**src/rtl/mc_pkg.sv**
```systemverilog
// Shared definitions for the multicycle MIPS controller.
// Contents: FSM state enum (4-bit), opcode and funct constants,
// aluop encoding and alucontrol encodings.
package mc_pkg;

   // FETCH..JEX keep their historical codes 0..11; BNEEX is appended as 12.
   typedef enum logic [3:0] {
      FETCH   = 4'd0,
      DECODE  = 4'd1,
      MEMADR  = 4'd2,
      MEMRD   = 4'd3,
      MEMWB   = 4'd4,
      MEMWR   = 4'd5,
      EXECUTE = 4'd6,
      ALUWB   = 4'd7,
      BEQEX   = 4'd8,
      ADDIEX  = 4'd9,
      ADDIWB  = 4'd10,
      JEX     = 4'd11,
      BNEEX   = 4'd12
   } state_t;

   typedef enum logic [1:0] {
      ALUOP_ADD   = 2'b00,
      ALUOP_SUB   = 2'b01,
      ALUOP_FUNCT = 2'b10
   } aluop_t;

   localparam logic [5:0] OP_RTYPE = 6'b000000;
   localparam logic [5:0] OP_LW    = 6'b100011;
   localparam logic [5:0] OP_SW    = 6'b101011;
   localparam logic [5:0] OP_BEQ   = 6'b000100;
   localparam logic [5:0] OP_BNE   = 6'b000101;
   localparam logic [5:0] OP_ADDI  = 6'b001000;
   localparam logic [5:0] OP_J     = 6'b000010;

   localparam logic [5:0] F_ADD = 6'b100000;
   localparam logic [5:0] F_SUB = 6'b100010;
   localparam logic [5:0] F_AND = 6'b100100;
   localparam logic [5:0] F_OR  = 6'b100101;
   localparam logic [5:0] F_SLT = 6'b101010;

   localparam logic [2:0] ALU_ADD = 3'b010;
   localparam logic [2:0] ALU_SUB = 3'b110;
   localparam logic [2:0] ALU_AND = 3'b000;
   localparam logic [2:0] ALU_OR  = 3'b001;
   localparam logic [2:0] ALU_SLT = 3'b111;

endpackage

```
**src/rtl/multicycle_controller_if.sv**
```systemverilog
// Controller <-> datapath bundle.
// Datapath (master) drives op, funct, zero; controller (slave) drives
// pcen, iord, memwrite, irwrite, regdst, memtoreg, regwrite, alusrca,
// alusrcb, pcsrc, alucontrol and the debug state_o.
interface multicycle_controller_if;
   logic [5:0] op;
   logic [5:0] funct;
   logic       zero;
   logic       pcen;
   logic       iord;
   logic       memwrite;
   logic       irwrite;
   logic       regdst;
   logic       memtoreg;
   logic       regwrite;
   logic       alusrca;
   logic [1:0] alusrcb;
   logic [1:0] pcsrc;
   logic [2:0] alucontrol;
   logic [3:0] state_o;

   modport master (
      output op, funct, zero,
      input  pcen, iord, memwrite, irwrite, regdst, memtoreg, regwrite,
             alusrca, alusrcb, pcsrc, alucontrol, state_o
   );

   modport slave (
      input  op, funct, zero,
      output pcen, iord, memwrite, irwrite, regdst, memtoreg, regwrite,
             alusrca, alusrcb, pcsrc, alucontrol, state_o
   );
endinterface

```
**src/rtl/aludec.sv**
```systemverilog
// ALU decoder: maps aluop (and funct for R-type) to alucontrol.
// Ports: i_aluop (2), i_funct (6) in; o_alucontrol (3) out.
// Unknown funct / aluop yields X so downstream logic may optimise freely.
module aludec
   import mc_pkg::*;
(
   input  aluop_t     i_aluop,
   input  logic [5:0] i_funct,
   output logic [2:0] o_alucontrol
);
   always_comb begin
      o_alucontrol = 'x;
      case (i_aluop)
         ALUOP_ADD: o_alucontrol = ALU_ADD;
         ALUOP_SUB: o_alucontrol = ALU_SUB;
         ALUOP_FUNCT: begin
            case (i_funct)
               F_ADD:   o_alucontrol = ALU_ADD;
               F_SUB:   o_alucontrol = ALU_SUB;
               F_AND:   o_alucontrol = ALU_AND;
               F_OR:    o_alucontrol = ALU_OR;
               F_SLT:   o_alucontrol = ALU_SLT;
               default: o_alucontrol = 'x;
            endcase
         end
         default: o_alucontrol = 'x;
      endcase
   end
endmodule

```
**src/rtl/mc_mainfsm.sv**
```systemverilog
// Main sequencing FSM of the multicycle controller (Moore).
// Ports: i_clk, i_reset (sync, active-high), i_op in; o_state, mux selects,
// write enables (irwrite/memwrite/regwrite masked during reset), and the
// internal o_aluop / o_branch / o_bne / o_pcwrite used by the top level.
module mc_mainfsm
   import mc_pkg::*;
(
   input  logic       i_clk,
   input  logic       i_reset,
   input  logic [5:0] i_op,
   output logic [3:0] o_state,
   output logic       o_iord,
   output logic       o_memwrite,
   output logic       o_irwrite,
   output logic       o_regdst,
   output logic       o_memtoreg,
   output logic       o_regwrite,
   output logic       o_alusrca,
   output logic [1:0] o_alusrcb,
   output logic [1:0] o_pcsrc,
   output aluop_t     o_aluop,
   output logic       o_branch,
   output logic       o_bne,
   output logic       o_pcwrite
);
   state_t r_state;
   state_t w_next;
   logic   w_memwrite;
   logic   w_irwrite;
   logic   w_regwrite;

   always_ff @(posedge i_clk) begin
      if (i_reset) r_state <= FETCH;
      else         r_state <= w_next;
   end

   always_comb begin
      w_next     = FETCH;
      o_iord     = 1'b0;
      w_memwrite = 1'b0;
      w_irwrite  = 1'b0;
      o_regdst   = 1'b0;
      o_memtoreg = 1'b0;
      w_regwrite = 1'b0;
      o_alusrca  = 1'b0;
      o_alusrcb  = 2'b00;
      o_pcsrc    = 2'b00;
      o_aluop    = ALUOP_ADD;
      o_branch   = 1'b0;
      o_bne      = 1'b0;
      o_pcwrite  = 1'b0;
      case (r_state)
         FETCH: begin
            o_alusrcb = 2'b01;
            w_irwrite = 1'b1;
            o_pcwrite = 1'b1;
            w_next    = DECODE;
         end
         DECODE: begin
            o_alusrcb = 2'b11;
            case (i_op)
               OP_LW, OP_SW: w_next = MEMADR;
               OP_RTYPE:     w_next = EXECUTE;
               OP_BEQ:       w_next = BEQEX;
               OP_BNE:       w_next = BNEEX;
               OP_ADDI:      w_next = ADDIEX;
               OP_J:         w_next = JEX;
               default:      w_next = FETCH;
            endcase
         end
         MEMADR: begin
            o_alusrca = 1'b1;
            o_alusrcb = 2'b10;
            w_next    = (i_op == OP_LW) ? MEMRD : MEMWR;
         end
         MEMRD: begin
            o_iord = 1'b1;
            w_next = MEMWB;
         end
         MEMWB: begin
            o_memtoreg = 1'b1;
            w_regwrite = 1'b1;
         end
         MEMWR: begin
            o_iord     = 1'b1;
            w_memwrite = 1'b1;
         end
         EXECUTE: begin
            o_alusrca = 1'b1;
            o_aluop   = ALUOP_FUNCT;
            w_next    = ALUWB;
         end
         ALUWB: begin
            o_regdst   = 1'b1;
            w_regwrite = 1'b1;
         end
         BEQEX: begin
            o_alusrca = 1'b1;
            o_aluop   = ALUOP_SUB;
            o_pcsrc   = 2'b01;
            o_branch  = 1'b1;
         end
         BNEEX: begin
            o_alusrca = 1'b1;
            o_aluop   = ALUOP_SUB;
            o_pcsrc   = 2'b01;
            o_bne     = 1'b1;
         end
         ADDIEX: begin
            o_alusrca = 1'b1;
            o_alusrcb = 2'b10;
            w_next    = ADDIWB;
         end
         ADDIWB: begin
            w_regwrite = 1'b1;
         end
         JEX: begin
            o_pcsrc   = 2'b10;
            o_pcwrite = 1'b1;
         end
         default: w_next = FETCH;
      endcase
   end

   // Architectural writes are blocked in the reset cycle itself, not just after it.
   assign o_irwrite  = w_irwrite  & ~i_reset;
   assign o_memwrite = w_memwrite & ~i_reset;
   assign o_regwrite = w_regwrite & ~i_reset;
   assign o_state    = r_state;
endmodule

```
**src/rtl/multicycle_controller.sv**
```systemverilog
// Multicycle MIPS controller top level.
// Ports: clk, reset (sync, active-high) and the controller bus (slave side)
// carrying op/funct/zero in and all datapath controls plus state_o out.
// Holds only the PC-enable logic; sequencing lives in mc_mainfsm,
// ALU control in aludec.
module multicycle_controller
   import mc_pkg::*;
(
   input  logic                         clk,
   input  logic                         reset,
   multicycle_controller_if.slave       bus
);
   aluop_t w_aluop;
   logic   w_branch;
   logic   w_bne;
   logic   w_pcwrite;

   mc_mainfsm u_mainfsm (
      .i_clk      (clk),
      .i_reset    (reset),
      .i_op       (bus.op),
      .o_state    (bus.state_o),
      .o_iord     (bus.iord),
      .o_memwrite (bus.memwrite),
      .o_irwrite  (bus.irwrite),
      .o_regdst   (bus.regdst),
      .o_memtoreg (bus.memtoreg),
      .o_regwrite (bus.regwrite),
      .o_alusrca  (bus.alusrca),
      .o_alusrcb  (bus.alusrcb),
      .o_pcsrc    (bus.pcsrc),
      .o_aluop    (w_aluop),
      .o_branch   (w_branch),
      .o_bne      (w_bne),
      .o_pcwrite  (w_pcwrite)
   );

   aludec u_aludec (
      .i_aluop      (w_aluop),
      .i_funct      (bus.funct),
      .o_alucontrol (bus.alucontrol)
   );

   assign bus.pcen = (w_pcwrite | (w_branch & bus.zero) | (w_bne & ~bus.zero)) & ~reset;
endmodule

```
**src/flat_wrapper.sv**
```systemverilog
// flat-port wrapper written by rule: the top's interface ports become plain ports
module multicycle_controller_flat import mc_pkg::*;
  (clk, reset, bus_op, bus_funct, bus_zero, bus_pcen, bus_iord, bus_memwrite, bus_irwrite, bus_regdst, bus_memtoreg, bus_regwrite, bus_alusrca, bus_alusrcb, bus_pcsrc, bus_alucontrol, bus_state_o);
  multicycle_controller_if bus_i ();
  input  logic clk;
  input  logic reset;
  input wire logic [$bits(bus_i.op)-1:0] bus_op;
  input wire logic [$bits(bus_i.funct)-1:0] bus_funct;
  input wire logic [$bits(bus_i.zero)-1:0] bus_zero;
  output wire logic [$bits(bus_i.pcen)-1:0] bus_pcen;
  output wire logic [$bits(bus_i.iord)-1:0] bus_iord;
  output wire logic [$bits(bus_i.memwrite)-1:0] bus_memwrite;
  output wire logic [$bits(bus_i.irwrite)-1:0] bus_irwrite;
  output wire logic [$bits(bus_i.regdst)-1:0] bus_regdst;
  output wire logic [$bits(bus_i.memtoreg)-1:0] bus_memtoreg;
  output wire logic [$bits(bus_i.regwrite)-1:0] bus_regwrite;
  output wire logic [$bits(bus_i.alusrca)-1:0] bus_alusrca;
  output wire logic [$bits(bus_i.alusrcb)-1:0] bus_alusrcb;
  output wire logic [$bits(bus_i.pcsrc)-1:0] bus_pcsrc;
  output wire logic [$bits(bus_i.alucontrol)-1:0] bus_alucontrol;
  output wire logic [$bits(bus_i.state_o)-1:0] bus_state_o;
  assign bus_i.op = bus_op;
  assign bus_i.funct = bus_funct;
  assign bus_i.zero = bus_zero;
  assign bus_pcen = bus_i.pcen;
  assign bus_iord = bus_i.iord;
  assign bus_memwrite = bus_i.memwrite;
  assign bus_irwrite = bus_i.irwrite;
  assign bus_regdst = bus_i.regdst;
  assign bus_memtoreg = bus_i.memtoreg;
  assign bus_regwrite = bus_i.regwrite;
  assign bus_alusrca = bus_i.alusrca;
  assign bus_alusrcb = bus_i.alusrcb;
  assign bus_pcsrc = bus_i.pcsrc;
  assign bus_alucontrol = bus_i.alucontrol;
  assign bus_state_o = bus_i.state_o;
  multicycle_controller u_core (.clk(clk), .reset(reset), .bus(bus_i));
endmodule
```
**config.mk**
```make
export PLATFORM = sky130hd
export DESIGN_NAME = multicycle_controller_flat
export DESIGN_NICKNAME = d
export VERILOG_FILES = /design/src/rtl/mc_pkg.sv /design/src/rtl/multicycle_controller_if.sv /design/src/rtl/aludec.sv /design/src/rtl/mc_mainfsm.sv /design/src/rtl/multicycle_controller.sv /design/src/flat_wrapper.sv
export SDC_FILE = /design/constraint.sdc
export NUM_CORES = 1
export LEC_CHECK = 0
export BUFFER_PORTS_ARGS = -buffer_cell sky130_fd_sc_hd__buf_2
export CORE_MARGIN = 2
export CORE_UTILIZATION = 35
export DETAILED_ROUTE_END_ITERATION = 8
export GPL_ROUTABILITY_DRIVEN = 0
export PLACE_DENSITY_LB_ADDON = 0.12
export SETUP_SLACK_MARGIN = 0.3
export SKIP_CTS_REPAIR_TIMING = 1
export SLEW_MARGIN = 20
export SYNTH_ARGS = -nofsm -noshare
export SYNTH_HDL_FRONTEND = slang
export SYNTH_HIERARCHICAL = 1
export SYNTH_SLANG_ARGS = --single-unit
```
**constraint.sdc**
```tcl
create_clock -name clk -period 2.1 [get_ports clk]
set_input_delay 0.105 -clock clk [delete_from_list [all_inputs] [get_ports clk]]
set_output_delay 0.105 -clock clk [all_outputs]
set_load 0.005 [all_outputs]
```
==> impl_metrics.toml <==
[floorplan]
die_area_um2 = 2106
coreArea_um2 = 1689
die_w_um = 45.90
die_h_um = 45.90
floorplan.initialDensity_pct = 36.37
io_pins = 34
rows = 15

[run_status]
status = "finished clean"

[route]
drc = 0
wl_um = 1717
dr.pass1.iters = 4
vias = 771
wire_per_inst_um = 12.18
ant_nets = 0
drt_iter0_drc = 11
via_per_inst = 5.468

[yosys]
synth_common_cells = "11 x nor2_1, 8 x nor3_1, 6 x a21oi_1, 6 x a31oi_1, 6 x inv_1"
ys_types = 34
synthCells = 86
ys_warn_count = 6
yosys_most_used_dff = "dfxtp_1"
syn_nets = 103
syn-cell-area_um2 = 614.3
yosysMostFrequentCell = "nor2_1"
async_flop_share_pct = 0
yosys.area.top_type_share_pct = 13.03
ys_seq_area_share_pct = 13.03
yosysTopAreaCell = "dfxtp_1"
synthTopCellsByArea = "dfxtp_1 13%, nor2_1 6.7%, nor3_1 6.5%"
synth_edf_count = 0
avgSynthCellArea_um2 = 7.143
synth-seq-cells = 4

[setup_path]
cp_cell_sequence = "buf_4, buf_4, or4b_4, nand3b_1, buf_2"
critical_path_required_ns = 2.00
start_kind = "flop"
cp_top_family = "simple AND/OR/NAND/NOR gates"
criticalPathCategory = "flop to primary output"
path_common_cell = "buf_4"
path_buf_inv = 3
critPathArrivalTime_ns = 1.63
r2r_slack_ns = 0.43
path_max_fanout = 6
crit_path_end_kind = "primary output"
slowest_stage = "or4b_4"
max_stage_delay_ns = 0.54

[sta]
maxSlewViolCount = 0
max_slew.worst_pin.slew_ns = 0.3979
hold_viol = 0
max-slew-margin-rel_pct = 73.10
rsz0062_at_grt = "false"
setup_tns_ns = 0
holdWs_ns = 0.1239
skew_ns = 0.004014
fmax_mhz = 576.2
timing.final.crit_share_pct = 82.64
finalSetupViolCount = 0
layout_min_cycle_time_ns = 1.736

[power_and_ir_drop]
cellLeakagePower_nw = 0.4075
finalPower_uw = 271.4
vdd_drop_max_mv = 0.1911
powerDensity_nw_per_um2 = 294.3

[cells_and_area]
area_growth_pct = 50.10
largest_reg_flops = 4
nets = 143
fin_cells = 141
drive_gt1_share_pct = 45.97
antenna_cells = 0
design_area_um2 = 922.1

[global_routing]
antenna_found_initial = 0
overflow = 0
grt_max_degree = 16
track_usage_pct = 16.59
grt_pass1_wl_um = 2566
grt_pass1_vias = 607

[clocking]
clkTransAtPathRegs_ns = 0.04
ctsHtreeMaxLevel = 1
cts_buffers = 3
cts_max_path_buffers = 2
cts_root_buf = "clkbuf_4"
clk_latency_ns = 0.24
cts_tree = "built"
clock_sinks = 4

[placement]
placed_cell_area_um2 = 810.8
dp_hpwl_um = 1305
io_buffer_count = 33
dp_cells = 136

[run]
drv_cap = 0

[worst_hold_path]
min-delay-path-class = "primary input to flop"
==> power breakdown <==
group / switching (mW) / internal [mW] / total (mW)
combinational: 0.0448 / 0.0449 / 0.0897
sequential: 0.00703 / 0.0770 / 0.0840
clock: 0.0336 / 0.0641 / 0.0977
==> cells in the final DEF (no fill, tap or decap), types with 2 or more instances in the layout <==
master,count
inv_1,6
a2111oi_2,2
dfxtp_4,3
nor3_1,7
xor2_1,2
nand3_1,5
nand2_1,2
buf_2,33
clkbuf_4,3
buf_4,7
nor4b_1,3
nor2_1,10
nand2b_1,2
a21oi_1,6
nand2b_4,2
a31oi_1,6
xnor2_1,2
and3_1,2
==> metrics by stage <==
step / util (%) / setup slack [ns]
4_1_cts: 49.33 / -0.02130
3_3_place_gp: 48.00 / 0.3029
3_5_place_dp: 48.00 / 0.2514
2_1_floorplan: - / 0.3132
5_1_grt: 54.59 / 0.2955
6_report: 54.59 / 0.3645
==> final timing paths <==
| check | start | to | depth (start not counted) |
|---|---|---|---|
| setup / recovery | u_core/u_mainfsm/o_state[3] | bus_alusrca | 5 |
| hold / removal | reset | u_core/u_mainfsm/o_state[3] | 2 |
| setup reg to reg | u_core/u_mainfsm/o_state[3] | u_core/u_mainfsm/o_state[1] | 5 |
| hold reg to reg | u_core/u_mainfsm/o_state[1] | u_core/u_mainfsm/o_state[0] | 2 |
==> area by class of cell <==
class / count / area [um2]
Clock buffer: 3 / 22.52
Fill cell: 174 / 767.0
Inverter: 6 / 22.52
Multi-Input combinational cell: 71 / 546.8
Sequential cell: 4 / 91.34
Tap cell: 17 / 21.27
Timing Repair Buffer: 40 / 217.7
==> cell families (layout without fill, tap and decap cells) <==
group / Yosys count / in the layout / synth area share, %
xor+xnor: 4 / 4 / 5.704
mux: 1 / 1 / 1.629
buf+inv: 11 / 49 / 8.145
simple gates: 45 / 45 / 45.62
compound gates: 19 / 19 / 21.80
flops: 4 / 4 / 13.04
fa+ha+maj: 2 / 2 / 4.073
==> layer usage <==
metal  wire [um]  vias to the layer above  track usage, %  part of all wire, %
li1            -                      399               -                    -
met1         797                      348           21.36                   46
met2         814                       22           26.39                   47
met3          92                        2           2.381                  5.4
met4          13                        0           8.571                 0.76
met5           0                        -               0                    0
No activity file was read; power rests on OpenSTA's default activity.
